--- config.mk ---
export PLATFORM = sky130hd
export DESIGN_NAME = sram_controller
export DESIGN_NICKNAME = d
export VERILOG_FILES = /design/src/rtl/kolum_mem_pkg.sv /design/src/rtl/sram_wait_counter.sv /design/src/rtl/sram_controller.sv
export SDC_FILE = /design/constraint.sdc
export NUM_CORES = 1
export LEC_CHECK = 0
export CORE_UTILIZATION = 35
export CTS_CLUSTER_DIAMETER = 200
export DETAILED_ROUTE_END_ITERATION = 16
export GPL_ROUTABILITY_DRIVEN = 0
export PLACE_DENSITY_LB_ADDON = 0.3
export SKIP_LAST_GASP = 1
export SYNTH_ARGS = -nofsm -noshare
export SYNTH_HDL_FRONTEND = slang
export SYNTH_SLANG_ARGS = --single-unit
--- constraint.sdc ---
create_clock -name clk -period 2.4 [get_ports clk]
set_clock_uncertainty 0.2 [all_clocks]
set_input_delay 0.36 -clock clk [delete_from_list [all_inputs] [get_ports clk]]
set_output_delay 0.36 -clock clk [all_outputs]
set_load 0.005 [all_outputs]
--- src/rtl/kolum_mem_pkg.sv ---
// Shared memory-subsystem definitions.
//   sram_state_e    : SRAM transfer FSM encoding
//   ADDR_OFFSET_DEF : byte address at which the external SRAM window starts
//   SRAM_DATA_W     : external SRAM data bus width (half-word)
package kolum_mem_pkg;

   typedef enum logic [1:0] {
      ST_IDLE = 2'd0,
      ST_LOW  = 2'd1,
      ST_HIGH = 2'd2,
      ST_DONE = 2'd3
   } sram_state_e;

   localparam logic [31:0] ADDR_OFFSET_DEF = 32'd1024;
   localparam int          SRAM_DATA_W     = 16;

endpackage

--- src/rtl/sram_wait_counter.sv ---
// Down-counter timing each half-word SRAM transfer.
//   clk, rst : clock, async active-low reset
//   load     : reload to WAIT_CYCLES-1 (state entry)
//   count    : decrement towards zero
//   done     : terminal count reached (last cycle of the current half)
module sram_wait_counter #(
   parameter int WAIT_CYCLES = 2
) (
   input  logic clk,
   input  logic rst,
   input  logic load,
   input  logic count,
   output logic done
);

   localparam logic [3:0] RELOAD = 4'(WAIT_CYCLES - 1);

   logic [3:0] cnt_q;

   always_ff @(posedge clk or negedge rst) begin
      if (!rst) begin
         cnt_q <= '0;
      end else if (load) begin
         cnt_q <= RELOAD;
      end else if (count && (cnt_q != 4'd0)) begin
         cnt_q <= cnt_q - 4'd1;
      end
   end

   assign done = (cnt_q == 4'd0);

endmodule

--- src/rtl/sram_controller.sv ---
// 32-bit pipeline load/store to 16-bit external SRAM bridge.
// Each access is split into a low and a high half-word transfer.
//   clk, rst               : clock, async active-low reset
//   mem_read_enable_in     : load request (MEM stage)
//   mem_write_enable_in    : store request (MEM stage), wins over read
//   alu_res_in, val_rm_in  : byte address, store data
//   result_out             : load data, held until the next load completes
//   ready_out              : one-cycle completion pulse
//   freeze_out             : pipeline stall request
//   sram_addr_out          : half-word address
//   sram_wdata_out         : write half-word
//   sram_rdata_in          : read half-word
//   sram_we_n_out          : write strobe, active-low
//   sram_oe_n_out          : output enable, active-low
//
// state | meaning
// IDLE  | waiting for a request; latches address/data/op when one arrives
// LOW   | transferring half-word 0 for WAIT_CYCLES cycles
// HIGH  | transferring half-word 1 for WAIT_CYCLES cycles
// DONE  | one-cycle ready pulse, requests ignored
module sram_controller
   import kolum_mem_pkg::*;
#(
   parameter int          WAIT_CYCLES = 2,
   parameter logic [31:0] ADDR_OFFSET = ADDR_OFFSET_DEF,
   parameter int          SRAM_ADDR_W = 18
) (
   input  logic                   clk,
   input  logic                   rst,
   input  logic                   mem_read_enable_in,
   input  logic                   mem_write_enable_in,
   input  logic [31:0]            alu_res_in,
   input  logic [31:0]            val_rm_in,
   output logic [31:0]            result_out,
   output logic                   ready_out,
   output logic                   freeze_out,
   output logic [SRAM_ADDR_W-1:0] sram_addr_out,
   output logic [SRAM_DATA_W-1:0] sram_wdata_out,
   input  logic [SRAM_DATA_W-1:0] sram_rdata_in,
   output logic                   sram_we_n_out,
   output logic                   sram_oe_n_out
);

   sram_state_e state_q, state_d;

   logic                   req;
   logic                   op_wr_q;
   logic [SRAM_ADDR_W-2:0] addr_q;
   logic [31:0]            data_q;
   logic [15:0]            rd_lo_q;
   logic                   cnt_load, cnt_count, cnt_done;
   logic                   freeze_raw;

   assign req = mem_read_enable_in | mem_write_enable_in;

   sram_wait_counter #(.WAIT_CYCLES(WAIT_CYCLES)) u_wait (
      .clk   (clk),
      .rst   (rst),
      .load  (cnt_load),
      .count (cnt_count),
      .done  (cnt_done)
   );

   always_ff @(posedge clk or negedge rst) begin
      if (!rst) begin
         state_q <= ST_IDLE;
      end else begin
         state_q <= state_d;
      end
   end

   always_comb begin
      state_d        = state_q;
      cnt_load       = 1'b0;
      cnt_count      = 1'b0;
      freeze_raw     = 1'b0;
      ready_out      = 1'b0;
      sram_addr_out  = '0;
      sram_wdata_out = '0;
      sram_we_n_out  = 1'b1;
      sram_oe_n_out  = 1'b1;
      case (state_q)
         ST_IDLE: begin
            if (req) begin
               freeze_raw = 1'b1;
               cnt_load   = 1'b1;
               state_d    = ST_LOW;
            end
         end
         ST_LOW: begin
            freeze_raw    = 1'b1;
            cnt_count     = 1'b1;
            sram_addr_out = {addr_q, 1'b0};
            if (op_wr_q) begin
               sram_we_n_out  = 1'b0;
               sram_wdata_out = data_q[15:0];
            end else begin
               sram_oe_n_out  = 1'b0;
            end
            if (cnt_done) begin
               cnt_load = 1'b1;
               state_d  = ST_HIGH;
            end
         end
         ST_HIGH: begin
            freeze_raw    = 1'b1;
            cnt_count     = 1'b1;
            sram_addr_out = {addr_q, 1'b1};
            if (op_wr_q) begin
               sram_we_n_out  = 1'b0;
               sram_wdata_out = data_q[31:16];
            end else begin
               sram_oe_n_out  = 1'b0;
            end
            if (cnt_done) begin
               state_d = ST_DONE;
            end
         end
         ST_DONE: begin
            ready_out = 1'b1;
            state_d   = ST_IDLE;
         end
         default: state_d = ST_IDLE;
      endcase
   end

   // The state is already IDLE in reset, but a request could still be
   // present on the inputs; the stall must not leak out while in reset.
   assign freeze_out = rst & freeze_raw;

   always_ff @(posedge clk or negedge rst) begin
      if (!rst) begin
         op_wr_q    <= 1'b0;
         addr_q     <= '0;
         data_q     <= '0;
         rd_lo_q    <= '0;
         result_out <= '0;
      end else begin
         if ((state_q == ST_IDLE) && req) begin
            op_wr_q <= mem_write_enable_in;
            // Subtraction wraps at 32 bits; the cast drops the byte offset
            // and wraps the word index to the SRAM size.
            addr_q  <= (SRAM_ADDR_W-1)'((alu_res_in - ADDR_OFFSET) >> 2);
            data_q  <= val_rm_in;
         end
         if ((state_q == ST_LOW) && cnt_done && !op_wr_q) begin
            rd_lo_q <= sram_rdata_in;
         end
         if ((state_q == ST_HIGH) && cnt_done && !op_wr_q) begin
            result_out <= {sram_rdata_in, rd_lo_q};
         end
      end
   end

endmodule
# Word-level counts from Yosys, hierarchy flattened
# Index checks and enable logic that the tools add are counted.
dict set report word_totals {
  regBits 104
  input_bits 84
  output_inout_bits 70
}
dict set report op_classes {
  add_sub_neg 2
  n_eq_ne 6
  muxes 20
  n_bitwise 2
  n_reduce_logical 13
}
# operator n
set op_table {}
lappend op_table {{case mux 18 bit (2 select lines)} 1}
lappend op_table {{two-way mux 16 bit} 2}
lappend op_table {{case mux 16 bit (2 select lines)} 1}
lappend op_table {{subtractor 19 x 11 -> 19 bit, second input constant} 1}
lappend op_table {{two-way mux 1 bit} 8}
lappend op_table {{two-way mux 4 bit} 2}
lappend op_table {{case mux 2 bit (4 select lines)} 1}
lappend op_table {{logical AND 1 bit} 6}
lappend op_table {{two-way mux 2 bit} 3}
lappend op_table {{inequality test 2 bit, second input constant} 3}
lappend op_table {{equality test 2 bit, second input constant} 2}
lappend op_table {{logical NOT 4 bit} 1}
lappend op_table {{case mux 1 bit (2 select lines)} 2}
lappend op_table {{nonzero test 4 bit} 1}
lappend op_table {{subtractor 4 x 1 -> 4 bit, second input constant} 1}
lappend op_table {{AND reduction 3 bit} 1}
lappend op_table {{equality test 2 x 1 -> 1 bit, second input constant} 1}
lappend op_table {{logical NOT 2 bit} 1}
lappend op_table {{nonzero test 2 bit} 1}
lappend op_table {{OR reduction 2 bit} 1}
lappend op_table {{AND 1 bit} 1}
lappend op_table {{logical NOT 1 bit} 1}
lappend op_table {{bitwise OR 1 bit} 1}

# Depth between registers and ports, before layout
# Gate-level depths: netlist (run 1).
dict set report depth {
  word_depth 6
  mapped_depth 7
  ltp_nobuf 5
}

# Hierarchy
# Synthesis (run 1) repeated with hierarchy kept, for this count alone.
dict set report hier_totals {
  hier_cells 426
  hier_area_um2 4531.8
}
# mod n_inst cells_each area_per_inst_um2 seq_area_each_um2
set modules_own_cells {}
lappend modules_own_cells {sram_controller 1 402 4285.4 2502.4}
lappend modules_own_cells {sram_wait_counter 1 24 246.5 100.1}

# Least setup slack after synthesis (run 1)
# Ideal clock, no wire load.
dict set report synth_timing {
  path_kind {reg2out}
  start {register state_q[1]}
  end {output port sram_addr_out[11]}
  t_arrival_ns 1.516
  required_time_ns 1.840
  slack_ns 0.324
  path_stages_with_launch 7
  path_buffers 1
  cell_sequence {dfrtp_1 > inv_1 > ha_1 > inv_1 > nor2_1 > clkbuf_1 > and2_1}
}
dict set report synth_between {
  elab_chain_len 2
  word_cells_on_any_way 3
}
# item line
set synth_rtl {}
lappend synth_rtl {{start: declaration} sram_controller.sv:44} ;# sram_state_e state_q, state_d;
lappend synth_rtl {{start signal: assignment} sram_controller.sv:68} ;# state_q <= state_d;
lappend synth_rtl {{equality test 2 bit or equality test 2 x 1 -> 1 bit (tied branches)} sram_controller.sv:82} ;# case (state_q)
lappend synth_rtl {{case mux 18 bit (2 select lines) (*)} sram_controller.sv:82}
lappend synth_rtl {{end: declaration} sram_controller.sv:37} ;# output logic [SRAM_ADDR_W-1:0] sram_addr_out,
# Every way passes the cells marked *; elsewhere a longest branch is shown, timed or not.

# Worst setup path in the final report (run 1)
dict set report layout_timing {
  start {register state_q[0]}
  end {output port sram_wdata_out[10]}
}
dict set report layout_between {
  elab_chain_len 2
  word_cells_on_any_way 3
}
# item line
set layout_rtl {}
lappend layout_rtl {{equality test 2 bit or equality test 2 x 1 -> 1 bit (tied branches)} sram_controller.sv:82}
lappend layout_rtl {{case mux 16 bit (2 select lines) (*)} sram_controller.sv:82}
lappend layout_rtl {{end: declaration} sram_controller.sv:38} ;# output logic [SRAM_DATA_W-1:0] sram_wdata_out,
# Marked as above.

==> results.sh, run 1 <==
export IMPL_numCtsBuffers=9
export IMPL_fmax_ghz=0.419
export IMPL_async_reset_ff_share_pct=100
export IMPL_final_nets=682
export IMPL_switching_share_pct=32.7
export IMPL_setup_viol=0
export IMPL_slew_violations=0
export IMPL_final_util_pct=51.7
export IMPL_cts_tree="yes"
export IMPL_syn_area_per_cell_um2=11.1
export IMPL_ys_ff_latch=104
export IMPL_worstPathArrival_ns=1.82
export IMPL_dpl_hpwl_um=7260
export IMPL_slew_headroom_pct=53.2
export IMPL_dieArea_mm2=0.0139
export IMPL_final_layout_size_suffix_gt1_share_pct=22.6
export IMPL_initial_core_util_pct=35.8
export IMPL_status="finished clean"
export IMPL_vias_per_cell=4.63
export IMPL_preCtsSetupSlack_ns=0.0623
export IMPL_rrSetupSlack_ns=0.19
export IMPL_ys_seq_area_share_pct=55.2
export IMPL_netlist_top_cells_count="nand2_1, dfrtp_1, mux2_4, nor2_1, and2_1"
export IMPL_yosysUniqueCellTypes=36
export IMPL_synth_area_leader_cell="dfrtp_1"
export IMPL_syn_area_mm2=0.00472
export IMPL_synth_area_leaders="dfrtp_1, mux2_4, nand2_1"
export IMPL_grt_max_degree=56
export IMPL_fin_ws_ns=0.0155
export IMPL_globalRouteOverflowTotal=0
export IMPL_firstDrtPassIters=4
export IMPL_hold_path_depth=2
export IMPL_post_dp_cell_area_mm2=0.00640
export IMPL_design_area_mm2=0.00682
export IMPL_rr_startpoint="u_wait.cnt_q[0]"
export IMPL_vias=3554
export IMPL_hold_start="addr_q[4]"
export IMPL_die_y_um=118
export IMPL_startpoint="state_q[0]"
export IMPL_crit_type="reg2out"
export IMPL_cts_clk_slew_worst_paths_ns=0.06
export IMPL_die_w_um=118
export IMPL_start_kind="register"
export IMPL_p_per_area_mw_per_mm2=1290
export IMPL_reg2reg_depth=7
export IMPL_p_int_mw=5.91
export IMPL_power_leakage_nw=3.36
export IMPL_crit_required_ns=1.84
export IMPL_synth_most_common_cell="nand2_1"
export IMPL_drcViolationCount=0
export IMPL_p_switching_mw=2.87
export IMPL_hold_viol_final=0
export IMPL_antenna_left=0
export IMPL_drt_iter0_markers=181
export IMPL_period_needed_ns=2.38
export IMPL_hold_end="addr_q[4]"
export IMPL_syn_nets=517
export IMPL_period_share_pct=99.4
export IMPL_syn_inst=425
export IMPL_p_seq_share_pct=35.7
export IMPL_synth_top_area_share_pct=55.2
export IMPL_rows=42
export IMPL_grt_pass1_wl_um=18400
export IMPL_synth_edf_count=0
export IMPL_vdd_drop_max_mv=0.547
export IMPL_synthFlopType="dfrtp_1"
export IMPL_root_buffer="clkbuf_16"
export IMPL_h_tree_depth=3
export IMPL_end_kind="output port"
export IMPL_worstMarginPinSlew_ns=0.702
export IMPL_wl_per_cell_um=14.2
export IMPL_clk_latency_ns=0.34
export IMPL_io_buffers=138
export IMPL_grt_pass1_vias=3723
export IMPL_io_pins=154
export IMPL_ys_warnings_count=0
export IMPL_rsz0062_at_grt="yes"
export IMPL_clock_sinks=104
export IMPL_maxCapViolCount=0
export IMPL_holdWs_ns=0.272
export IMPL_fp_coreArea_mm2=0.0132
export IMPL_area_growth_syn_to_layout_pct=44.6
export IMPL_fillers=1195
export IMPL_antenna_found_initial=0
export IMPL_diodes=0
export IMPL_routed_wl_um=10900
export IMPL_r2r_end="result_out[6]"
export IMPL_track_usage_pct=16.6
export IMPL_cp_max_fo=19
export IMPL_hp_class="reg2reg"
export IMPL_clkPwrFrac_pct=14.6
export IMPL_combPwrFrac_pct=49.7
export IMPL_clk_path_buf_depth=2
what timing repair did:
item,in CTS,in global routing
endpoints found under the setup margin,36,40
cloned,1,0
pin swaps,3,3
gates resized for setup,54,51
hold buffers,1,0
endpoints found under the hold margin,49,0
buffers inserted,8,8
through the flow:
stage	TNS (ns)	instances	total power [mW]
finish	0	768	8.78
global route	-0.412	768	9.44
CTS	-1.40	760	8.73
detailed placement	0	737	7.18
global placement	0	737	7.06
floorplan	0	425	5.20
sequential cells by signal, indices dropped and copies added (netlist names):
signal	cells
data_q	32
result_out	32
addr_q	17
rd_lo_q	16
u_wait.cnt_q	4
state_q	2
op_wr_q	1
layout by cell type (no fill, tap or decap), types with 7 or more instances in the layout:
master	instances
mux2_2	8
a22oi_1	13
nand2_1	129
buf_4	27
clkdlybuf4s50_1	101
o21ai_0	7
clkbuf_2	16
mux2_4	40
dfrtp_1	104
and2_1	14
clkbuf_16	9
dlygate4sd2_1	10
nor2_1	23
how the worst max path moves through the flow:
stage                     slack (ns)  cells after the start                  to
after detailed placement        0.06                      7   sram_addr_out[12]
final                           0.02                      7  sram_wdata_out[10]
after floorplan                 0.32                      6   sram_addr_out[11]
after global placement          0.06                      7   sram_addr_out[12]
after CTS                      -0.15                      6   sram_wdata_out[2]
after global routing           -0.07                      7   sram_wdata_out[5]
power by group through the flow:
stage	combinational, mW	sequential [mW]	clock, mW
6_report	4.37	3.14	1.28
2_1_floorplan	2.14	3.06	0
3_3_place_gp	3.97	3.10	0
4_1_cts	4.27	3.13	1.33
5_1_grt	4.80	3.25	1.40
3_5_place_dp	4.03	3.15	0
cell type report:
type / count / area, um2 / share of cell area, %
flip-flops and latches: 104 / 2600 / 38.2
multi-input cells: 293 / 2070 / 30.3
repair buffers: 175 / 1660 / 24.3
clock buffers: 11 / 233 / 3.41
well taps: 176 / 220 / 3.23
inverters: 7 / 26.3 / 0.385
clock inverters: 2 / 10.0 / 0.147
critical path, cell delays in order (launching register included):
cell           delay (ns)
dfrtp_1              0.40
buf_6                0.13
ha_4                 0.16
buf_4                0.14
buf_12               0.15
a22oi_1              0.16
nor2_1               0.07
dlygate4sd2_1        0.26
routing by layer:
metal / part of all wire, % / vias to the layer above / global-route usage [%]
met5: 0 / - / 0
met2: 44 / 114 / 24.9
li1: - / 1743 / -
met4: 1.5 / 0 / 6.89
met3: 6.1 / 10 / 4.55
met1: 48 / 1687 / 22.4
kinds of logic (layout without fill, tap and decap cells):
group / Yosys count / after routing / share of synthesized area [%]
simple gates: 192 / 192 / 18.5
buf+inv: 28 / 195 / 2.92
flops: 104 / 104 / 55.2
mux: 50 / 50 / 15.1
compound gates: 41 / 41 / 5.84
fa+ha+maj: 8 / 8 / 2.12
xor+xnor: 2 / 2 / 0.371
Power figures use the tool's default switching activity.
==> run 2: changes to the inputs <==
--- a/config.mk
+++ b/config.mk
@@ -10,7 +10,6 @@
 export DETAILED_ROUTE_END_ITERATION = 16
 export GPL_ROUTABILITY_DRIVEN = 0
 export PLACE_DENSITY_LB_ADDON = 0.3
-export SKIP_LAST_GASP = 1
 export SYNTH_ARGS = -nofsm -noshare
 export SYNTH_HDL_FRONTEND = slang
 export SYNTH_SLANG_ARGS = --single-unit
==> constraint.sdc (replaced) <==
create_clock -name clk -period 3.1 [get_ports clk]
set_clock_uncertainty 0.2 [all_clocks]
set_input_delay 0.465 -clock clk [delete_from_list [all_inputs] [get_ports clk]]
set_output_delay 0.465 -clock clk [all_outputs]
set_load 0.005 [all_outputs]
==> run 2 against run 1 <==
Non-clock buffer count down 28. Via count decreased by 0.51%. First-iteration DRC count fell by 10%. Register-to-register slack better by 0.33 ns. Clock-buffer cell count grew 2. Routed wire length shrank 2.4%. Die area is the same. Clock power shrank 15%. Critical endpoint is now sram_addr_out[14]. Largest power group unchanged.
==> results.sh, run 2 (synthesized netlist as in run 1, its figures left out) <==
export IMPL_slew_violations=0
export IMPL_final_util_pct=50.0
export IMPL_hold_buffers=0
export IMPL_clkPwrFrac_pct=16.7
export IMPL_firstDrtPassIters=5
export IMPL_globalRouteOverflowTotal=0
export IMPL_drcViolationCount=0
export IMPL_layout_commonest_cell="clkdlybuf4s50_1"
export IMPL_numCtsBuffers=9
export IMPL_power_leakage_nw=3.08
export IMPL_wl_per_cell_um=14.3
export IMPL_grt_pass1_vias=3669
export IMPL_rows=42
export IMPL_vdd_drop_max_mv=0.461
export IMPL_diodes=0
export IMPL_rsz0062_at_grt="no"
export IMPL_end_kind="output port"
export IMPL_vias_per_cell=4.76
export IMPL_crit_path_frequent_cell="inv_1"
export IMPL_cpMaxStageDelayCell="clkdlybuf4s50_1"
export IMPL_io_buffers=138
export IMPL_start_kind="register"
export IMPL_h_tree_depth=3
export IMPL_grt_max_degree=57
export IMPL_hold_viol_final=0
export IMPL_clock_sinks=104
export IMPL_reg2reg_depth=5
export IMPL_area_growth_syn_to_layout_pct=39.9
export IMPL_reg_top3="data_q (32), result_out (32), addr_q (17)"
export IMPL_fin_tns_setup_ns=0
export IMPL_slew_headroom_pct=54.8
export IMPL_dieArea_mm2=0.0139
export IMPL_rrSetupSlack_ns=0.52
export IMPL_final_layout_size_suffix_gt1_share_pct=13.9
export IMPL_vias=3536
export IMPL_status="finished clean"
export IMPL_cts_clk_slew_worst_paths_ns=0.06
export IMPL_antenna_left=0
export IMPL_combPwrFrac_pct=46.1
export IMPL_io_pins=154
export IMPL_p_switching_mw=2.10
export IMPL_path_depth=7
export IMPL_crit_required_ns=2.43
export IMPL_worstMarginPinSlew_ns=0.677
export IMPL_critical_path_top_delay_family="buffers and inverters"
export IMPL_drt_iter0_markers=162
export IMPL_clk_latency_ns=0.34
export IMPL_holdWs_ns=0.0286
export IMPL_cp_endpoint="sram_addr_out[14]"
export IMPL_p_per_area_mw_per_mm2=989
export IMPL_period_needed_ns=2.94
export IMPL_startpoint="state_q[1]"
export IMPL_antenna_found_initial=0
export IMPL_root_buffer="clkbuf_16"
export IMPL_path_cells="inv_1 -> ha_4 -> inv_1 -> nor2_1 -> buf_6 -> and2_1 -> clkdlybuf4s50_1"
export IMPL_clk_path_buf_depth=2
export IMPL_routed_wl_um=10600
export IMPL_period_share_pct=95.0
export IMPL_p_seq_share_pct=37.2
export IMPL_p_int_mw=4.43
export IMPL_layout_common_cells="clkdlybuf4s50_1, nand2_1, dfrtp_1"
export IMPL_cts_tree="yes"
export IMPL_rr_startpoint="u_wait.cnt_q[0]"
export IMPL_initial_core_util_pct=35.8
export IMPL_die_y_um=118
export IMPL_crit_type="reg2out"
export IMPL_crit_buf_inv=4
export IMPL_place_inst=725
export IMPL_hp_class="in2async"
export IMPL_cpPeakStageDelay_ns=0.52
export IMPL_instances_no_fill=743
export IMPL_track_usage_pct=16.2
export IMPL_fp_coreArea_mm2=0.0132
export IMPL_grt_pass1_wl_um=17900
export IMPL_maxCapViolCount=0
export IMPL_final_nets=654
export IMPL_setup_viol=0
export IMPL_fmax_ghz=0.340
export IMPL_dpl_hpwl_um=7390
export IMPL_worstPathArrival_ns=2.28
export IMPL_r2r_end="result_out[13]"
export IMPL_cp_max_fo=17
export IMPL_switching_share_pct=32.2
export IMPL_die_w_um=118
-- run 2: cell types whose count changed in the layout (fill, tap and decap cells not counted), sizes merged --
cell and delta:
clkdlybuf4s15 -5, dlygate4sd3 -1, buf -27, clkinvlp +1
dlygate4sd2 -10, clkinv -1, clkbuf -14, clkdlybuf4s50 +36
bufinv +1, dlymetal6s2s -5
-- run 2: repair_timing --
item	CTS	global route
gates resized for setup	2	2
hold endpoints to repair	0	0
gates cloned	0	0
endpoints found under the setup margin	11	8
buffers inserted	0	2
-- run 2: worst min path at each step --
stage / end / slack [ns] / cells past startpoint
after floorplan: addr_q[0] / -0.03 / 0
after global placement: addr_q[0] / 0.25 / 2
after detailed placement: addr_q[7] / 0.26 / 2
after CTS: addr_q[11] / 0.05 / 2
after global routing: u_wait.cnt_q[0] / 0.07 / 2
final: u_wait.cnt_q[0] / 0.03 / 2
-- run 2: layout make-up --
class	instances	area (um2)
timing repair buffer	147	1460
clock inverter	3	42.5
tap	176	220
clock buffer	13	240
fill	1200	6590
inverter	7	26.3
sequential	104	2600
multi-input combinational	293	2000
-- run 2: power by group through the flow --
stage          Sequential [mW]  Clock [mW]  Combinational (mW)
6_report                  2.43        1.09                3.01
5_1_grt                   2.52        1.19                3.32
4_1_cts                   2.43        1.14                3.03
3_5_place_dp              2.45           0                2.99
3_3_place_gp              2.40           0                2.93
2_1_floorplan             2.37           0                1.66
-- run 2: metal layers --
metal  global-route usage, %  share of wire (%)  up-vias
met5                       0                  0        -
met4                    4.81                1.1        0
met3                    6.25                8.2       10
met2                    25.1                 45      142
met1                    21.0                 46     1700
li1                        -                  -     1684
-- run 2: per-stage QoR --
| step | area (um2) | total power, mW | worst slack, ns |
|---|---|---|---|
| after floorplan | 4720 | 4.03 | 0.919 |
| after global placement | 6280 | 5.33 | 0.343 |
| after detailed placement | 6280 | 5.44 | 0.340 |
| after CTS | 6580 | 6.60 | 0.103 |
| after global routing | 6600 | 7.03 | 0.0171 |
| final | 6600 | 6.52 | 0.156 |
